File: config.mk
export PLATFORM = sky130hd
export DESIGN_NAME = mem_port_arbiter
export DESIGN_NICKNAME = d
export VERILOG_FILES = /design/src/rtl/mem_port_arbiter.sv
export SDC_FILE = /design/constraint.sdc
export NUM_CORES = 1
export LEC_CHECK = 0
export BUFFER_PORTS_ARGS = -buffer_cell sky130_fd_sc_hd__clkbuf_2
export CAP_MARGIN = 30
export CORE_AREA = 3 3 90 157
export DETAILED_ROUTE_END_ITERATION = 12
export DIE_AREA = 0 0 93 160
export GPL_TIMING_DRIVEN = 0
export PLACE_DENSITY = 0.74
export SLEW_MARGIN = 10
export SYNTH_ARGS = -nofsm -noshare
export SYNTH_HDL_FRONTEND = slang
export SYNTH_SLANG_ARGS = --single-unit
export TNS_END_PERCENT = 100
File: constraint.sdc
create_clock -name clk -period 3.6 [get_ports clk]
set_input_delay 0.18 -clock clk [delete_from_list [all_inputs] [get_ports clk]]
set_output_delay 0.18 -clock clk [all_outputs]
set_load 0.005 [all_outputs]
File: src/rtl/mem_port_arbiter.sv
// ============================================================================
// Module   : mem_port_arbiter
// Brief    : Shares one single-port memory between instruction fetch and the
//            data stage. Data wins by default; fetch is forced after
//            STARVE_LIMIT consecutive data wins over a waiting fetch.
// Revision : 1.0 - initial release
// ============================================================================
`default_nettype none

module mem_port_arbiter #(
  parameter int ADDR_W       = 32,
  parameter int DATA_W       = 32,
  parameter int STARVE_LIMIT = 4
) (
  input  logic                clk,
  input  logic                rst_n,
  // instruction fetch port
  input  logic                if_req,
  input  logic [ADDR_W-1:0]   if_addr,
  output logic [DATA_W-1:0]   if_rdata,
  output logic                if_valid,
  output logic                if_stall,
  // data memory port
  input  logic                dm_read,
  input  logic                dm_write,
  input  logic [ADDR_W-1:0]   dm_addr,
  input  logic [DATA_W-1:0]   dm_wdata,
  input  logic [DATA_W/8-1:0] dm_wstrb,
  output logic [DATA_W-1:0]   dm_rdata,
  output logic                dm_valid,
  output logic                dm_stall,
  // memory side
  output logic                mem_req,
  output logic                mem_we,
  output logic [ADDR_W-1:0]   mem_addr,
  output logic [DATA_W-1:0]   mem_wdata,
  output logic [DATA_W/8-1:0] mem_wstrb,
  input  logic                mem_ack,
  input  logic [DATA_W-1:0]   mem_rdata,
  output logic [1:0]          owner
);

  localparam logic [3:0] c_limit = 4'(STARVE_LIMIT);

  typedef enum logic [2:0] {
    IDLE   = 3'd0,
    BUSY_I = 3'd1,
    BUSY_D = 3'd2,
    RESP_I = 3'd3,
    RESP_D = 3'd4
  } state_t;

  state_t     r_state;
  logic [3:0] r_starve_cnt;
  logic       w_dm_req;
  logic       w_pick_if;

  assign w_dm_req  = dm_read | dm_write;
  // Fetch wins only when alone, or when it has been passed over too often.
  assign w_pick_if = if_req & (~w_dm_req | (r_starve_cnt == c_limit));

  assign if_stall  = if_req & ~if_valid;
  assign dm_stall  = w_dm_req & ~dm_valid;

  always_ff @(posedge clk or negedge rst_n) begin
    if (!rst_n) begin
      r_state      <= IDLE;
      r_starve_cnt <= 4'd0;
      mem_req      <= 1'b0;
      mem_we       <= 1'b0;
      mem_addr     <= '0;
      mem_wdata    <= '0;
      mem_wstrb    <= '0;
      if_rdata     <= '0;
      dm_rdata     <= '0;
      if_valid     <= 1'b0;
      dm_valid     <= 1'b0;
      owner        <= 2'b00;
    end else begin
      if_valid <= 1'b0;
      dm_valid <= 1'b0;
      case (r_state)
        IDLE: begin
          if (w_pick_if) begin
            r_state      <= BUSY_I;
            mem_req      <= 1'b1;
            mem_we       <= 1'b0;
            mem_addr     <= if_addr;
            mem_wdata    <= '0;
            mem_wstrb    <= '0;
            owner        <= 2'b01;
            r_starve_cnt <= 4'd0;
          end else if (w_dm_req) begin
            // A simultaneous read+write is performed as a store.
            r_state   <= BUSY_D;
            mem_req   <= 1'b1;
            mem_we    <= dm_write;
            mem_addr  <= dm_addr;
            mem_wdata <= dm_wdata;
            mem_wstrb <= dm_write ? dm_wstrb : '0;
            owner     <= 2'b10;
            if (if_req && (r_starve_cnt != c_limit)) begin
              r_starve_cnt <= r_starve_cnt + 4'd1;
            end
          end
        end
        BUSY_I: begin
          if (mem_ack) begin
            mem_req  <= 1'b0;
            if_rdata <= mem_rdata;
            if_valid <= 1'b1;
            owner    <= 2'b00;
            r_state  <= RESP_I;
          end
        end
        BUSY_D: begin
          if (mem_ack) begin
            mem_req  <= 1'b0;
            if (!mem_we) begin
              dm_rdata <= mem_rdata;
            end
            dm_valid <= 1'b1;
            owner    <= 2'b00;
            r_state  <= RESP_D;
          end
        end
        RESP_I:  r_state <= IDLE;
        RESP_D:  r_state <= IDLE;
        default: r_state <= IDLE;
      endcase
    end
  end

endmodule

`default_nettype wire

* Word level (Yosys, flattened, before mapping)
Cells that the tools add are included.
Cells by class: add/subtract/negate cells 1, eq/ne operators 8, mux-type cells 28, bitwise operators 9, reduce and logical (&&, ||, !) cells 12
Operators by type and width (number):
- 32-bit 2-to-1 mux | 4
- 4-bit 2-to-1 mux | 6
- 3-bit 2-to-1 mux | 4
- 3-bit AND reduction | 4
- 3-bit case mux with 3 select lines | 1
- 1-bit 2-to-1 mux | 8
- 2-bit 2-to-1 mux | 3
- 2-bit nonzero test | 3
- 4-bit by 1-bit adder with 4-bit output, second input constant | 1
- 4-bit by 3-bit == test with 1-bit output, second input constant | 1
- 2-bit != test, second input constant | 2
- 4-bit by 3-bit != test with 1-bit output, second input constant | 1
- 1-bit inverter | 4
- 2-bit case mux with 2 select lines | 1
- 2-bit AND reduction | 2
- 1-bit AND | 3
- 3-bit by 1-bit == test with 1-bit output, second input constant | 1
- 3-bit by 2-bit == test with 1-bit output, second input constant | 1
- 3-bit logical NOT | 1
- 3-bit != test, second input constant | 1
- 2-bit by 1-bit != test with 1-bit output, second input constant | 1
- 1-bit OR | 2
- 1-bit case mux with 2 select lines | 1
- 2-bit OR reduction | 1
- 1-bit logical AND | 1
Word-level totals: register bits 145, input bits 138, word-level logic and storage cells 70

* Longest topological paths before layout
word-level depth 6, depth in mapped cells 7, depth with buffers taken out 5

* Worst setup path after synthesis
Ideal clock, no wire load.
path type flip-flop to flip-flop, start reg r_starve_cnt[0], end reg mem_addr[12], library setup time 127 ps, arrival 1576 ps, slack 1898 ps, stages on the path, launching flop included 8, path buffers 2, clock period less this slack 1702 ps, cell sequence dfrtp_1 > inv_1 > ha_1 > nand4b_1 > and3_1 > buf_2 > buf_6 > a221o_2
On the way: longest elaborated chain between the ends 5, elaborated cells on any way between the ends 6
Ends and longest elaborated chain:
- from (decl) | line 54 | logic [3:0] r_starve_cnt;
- from (signal assigned) | line 103 | r_starve_cnt <= r_starve_cnt + 4'd1;
- 4-bit by 3-bit == test with 1-bit output * | line 60 | assign w_pick_if = if_req & (~w_dm_req | (r_starve_cnt == c_limit));
- 1-bit OR * | line 60
- 1-bit AND * | line 60
- 2-bit nonzero test (no line)
- 2-bit AND reduction (no line)
- to (signal assigned) | line 88 | mem_addr <= if_addr;
- to (signal assigned) | line 98 | mem_addr <= dm_addr;
- to (decl) | line 35 | output logic [ADDR_W-1:0] mem_addr,
Mark *: on every way between the ends. The rest lies on a longest branch, timed or not. A chain may end at the register's enable or synchronous reset.

* Worst setup path in the final report
start reg r_state[0], end reg mem_addr[24]
On the way: longest elaborated chain between the ends 2
Ends and longest elaborated chain:
- from (decl) | line 53 | state_t r_state;
- from (signal assigned) | line 67 | r_state <= IDLE;
- from (signal assigned) | line 85 | r_state <= BUSY_I;
- from (signal assigned) | line 95 | r_state <= BUSY_D;
- 3-bit logical NOT | line 82 | case (r_state)
- 2-bit AND reduction (no line)
Every way passes these cells.

==> metrics.md <==
| Metric | Value |
|---|---|
| Status | `finished clean` |
| Asr flop ratio synth | `100%` |
| Slew Viols, Final | `0` |
| TritonCTS clock tree | `done` |
| Nets | `858` |
| Final core area utilization | `64.2%` |
| Vias per Instance | `5.34` |
| Postcts setup bufs | `0` |
| Total negative slack | `0 ns` |
| Max_cap viols | `0` |
| Initial drt markers | `163` |
| VDD IR max | `0.000453 V` |
| DRC errors left | `0` |
| Most common cell after layout, fill and taps aside | `clkbuf_2` |
| Yosys cell types | `37` |
| Post-synthesis xor/xnor area fraction | `0.151%` |
| Synth Area in Compound Gates | `17.6%` |
| Clk sinks | `145` |
| R2R Setup Slk | `1.22 ns` |
| HPWL Detailed | `12.8 mm` |
| Clk_lat worst skew | `0.40 ns` |
| Syn Std Cell Area | `5810 um2` |
| CTS root buf | `clkbuf_16` |
| Die height | `160 um` |
| DIE WIDTH | `93 um` |
| Num CTS Buffers | `17` |
| Multi-input combinational cell area | `1970 um2` |
| Post-DRT Antenna Nets | `0` |
| Final worst-path cycle share | `66.1%` |
| Worst slack, placed | `1.58 ns` |
| Largest family of logic cells by synthesized area | `compound AO/OA/AOI/OAI gates` |
| Max Freq | `421 MHz` |
| Final worst slack | `1.22 ns` |
| DR WL/cell | `19.0 um` |
| Layout cells sized above 1 | `58.5%` |
| Ant diodes | `0` |
| Crit Path Max Fanout | `10` |
| Crit Path Class | `reg -> reg` |
| Synth Net Count | `529` |
| Synth Warn # | `0` |
| Total number of vias | `4810` |
| RSZ-0062 raised after global routing | `false` |
| GRT Overall Usage | `22.9%` |
| Power per cell area | `885 nW/um2` |
| Area grow syn2layout | `43.0%` |
| DRT Wirelength | `17.1 mm` |
| Total gr overflow | `0` |
| Port Buffers | `277` |
| Mux cell area share after synthesis | `12.4%` |
| WP data arrival | `2.66 ns` |
| Die area | `14900 um2` |
| Fin. Hold Viols | `0` |
| Total chip power | `7350 uW` |
| Core area | `12900 um2` |
| Starting Density | `44.9%` |
| Clock slew at reported path FFs | `0.06 ns` |
| Largest net degree at the start of global routing | `75` |
| First-pass GRT wire length | `27.0 mm` |
| Row count | `55` |
| Leakage | `0.00423 uW` |
| Initial antenna violation count | `0` |
| Mean Syn Cell Area | `14.9 um2` |
| Sequential area share after synthesis | `62.5%` |
| Leading cell types in the layout, fill and taps excluded | `clkbuf_2 (276), dfrtp_1 (145), mux2_2 (64)` |
| Synthesized flop and latch total | `145` |
| # IOs | `278` |
| Bufs on Longest Clock Path | `2` |
| Number of fill cells | `1058` |
| Min Tclk post-route | `2.38 ns` |
| GPL Wtd Cong | `0.757` |
| Htree depth | `4` |
| Vias in the first global route | `5231` |
| Rel. slew slack | `42.0%` |
| Post-synthesis adder-cell area fraction | `0.431%` |
| Synth Instances | `389` |
| DRT Pass-1 Iters | `4` |
| Ys flop type | `dfrtp_1` |
| Post_cts resized | `0` |
| Clock skew | `0.00823 ns` |
| Setup crit end kind | `register` |
| Seq. cell area | `3630 um2` |
| Required time of the critical path | `3.89 ns` |
| Worst Max-Slew Pin Slew | `0.858 ns` |
| Final setup vio count | `0` |
| Critical Path Source Type | `register` |
| Post-synth EDFFs | `0` |
| Simple-Gate Fraction of Synth Area | `3.38%` |
| Worst hold path type | `in -> reg` |
[per-stage QoR]
stage	instance area (um2)	cells	hold WS, ns
after CTS	8270	897	0.000360
after detailed placement	7440	838	0.231
after floorplan	5810	389	-0.116
after global routing	8310	901	0.000632
after global placement	7410	837	0.408
final	8310	901	0.0165
[routing by layer]
layer  GRT usage, %  routed length, um  share of wire (%)  vias up
met4           8.81                467                2.7        0
li1               -                  -                  -     2141
met5              0                  0                  0        -
met2           41.1               9020                 53      251
met1           24.2               6040                 35     2383
met3           8.06               1550                9.1       35
[critical path: stages (launching register included)]
cell and delay (ns):
dfrtp_1 0.35, buf_4 0.17, nor3_4 0.33, clkbuf_1 0.37, a21boi_0 0.17, a221o_2 0.31, dlygate4sd3_1 0.55
[worst paths after layout]
kind | startpoint | end | cells after the start
max | r_state[0]$_DFFE_PN0P_ | mem_addr[24]$_DFFE_PN0P_ | 6
min | dm_wdata[10] | mem_wdata[10]$_DFFE_PN0P_ | 2
max reg2reg | r_state[0]$_DFFE_PN0P_ | mem_addr[24]$_DFFE_PN0P_ | 6
min reg2reg | mem_wdata[13]$_DFFE_PN0P_ | mem_wdata[13]$_DFFE_PN0P_ | 1
max in group asynchronous | rst_n | mem_wdata[25]$_DFFE_PN0P_ | 3
min in group asynchronous | rst_n | if_rdata[26]$_DFFE_PN0P_ | 2
[flip-flops by register name, indices dropped and copies added (netlist names), 2 cells and up]
name and flops:
r_starve_cnt 4, mem_wdata 32, mem_wstrb 4, owner 2, if_rdata 32, r_state 3
dm_rdata 32, mem_addr 32
[synthesized netlist by cell type, drive strengths merged, types with 2 or more instances]
cell type,instances,share of area (%)
nand2,3,0.19
a221o,32,6.1
a22o,36,5.4
a21oi,2,0.37
a21boi,32,4.1
clkbuf,8,0.52
a31o,2,0.30
mux2,64,12
o211ai,2,0.26
nand4,4,0.43
nor2b,2,0.22
dfrtp,145,62
nor2,2,0.13
o21ai,3,0.26
a21o,2,0.28
inv,7,0.45
buf,22,2.6
and3,3,0.32
ha,2,0.43
a211oi,2,0.26
nand3b,2,0.26
a31oi,2,0.22
[logic make-up after synthesis]
logic type | after synthesis
DFF | 145
AOI/OAI and AO/OA | 115
muxes | 64
buffers and inverters | 37
and+or+nand+nor | 25
adders and majority gates | 2
xor gates and xnor gates | 1
[timing repair]
action | in CTS | in global routing
hold endpoints to repair | 97 | 3
endpoints found under the setup margin | 0 | 0
hold buffers | 28 | 4
[report_power, final]
group | internal [uW] | switching (uW)
sequential | 2430 | 447
clock | 950 | 667
combinational | 1560 | 1300
total | 4940 | 2410
[final cells by class]
cell class                 instances  share of cell area [%]
tap                              171                    2.58
sequential                       145                    43.7
multi-input combinational        207                    23.7
clock inverter                    12                    1.31
buffer                            30                    2.17
timing repair buffer             310                    21.0
inverter                           7                   0.316
clock buffer                      19                    5.21
(Power assumes the default switching activity.)
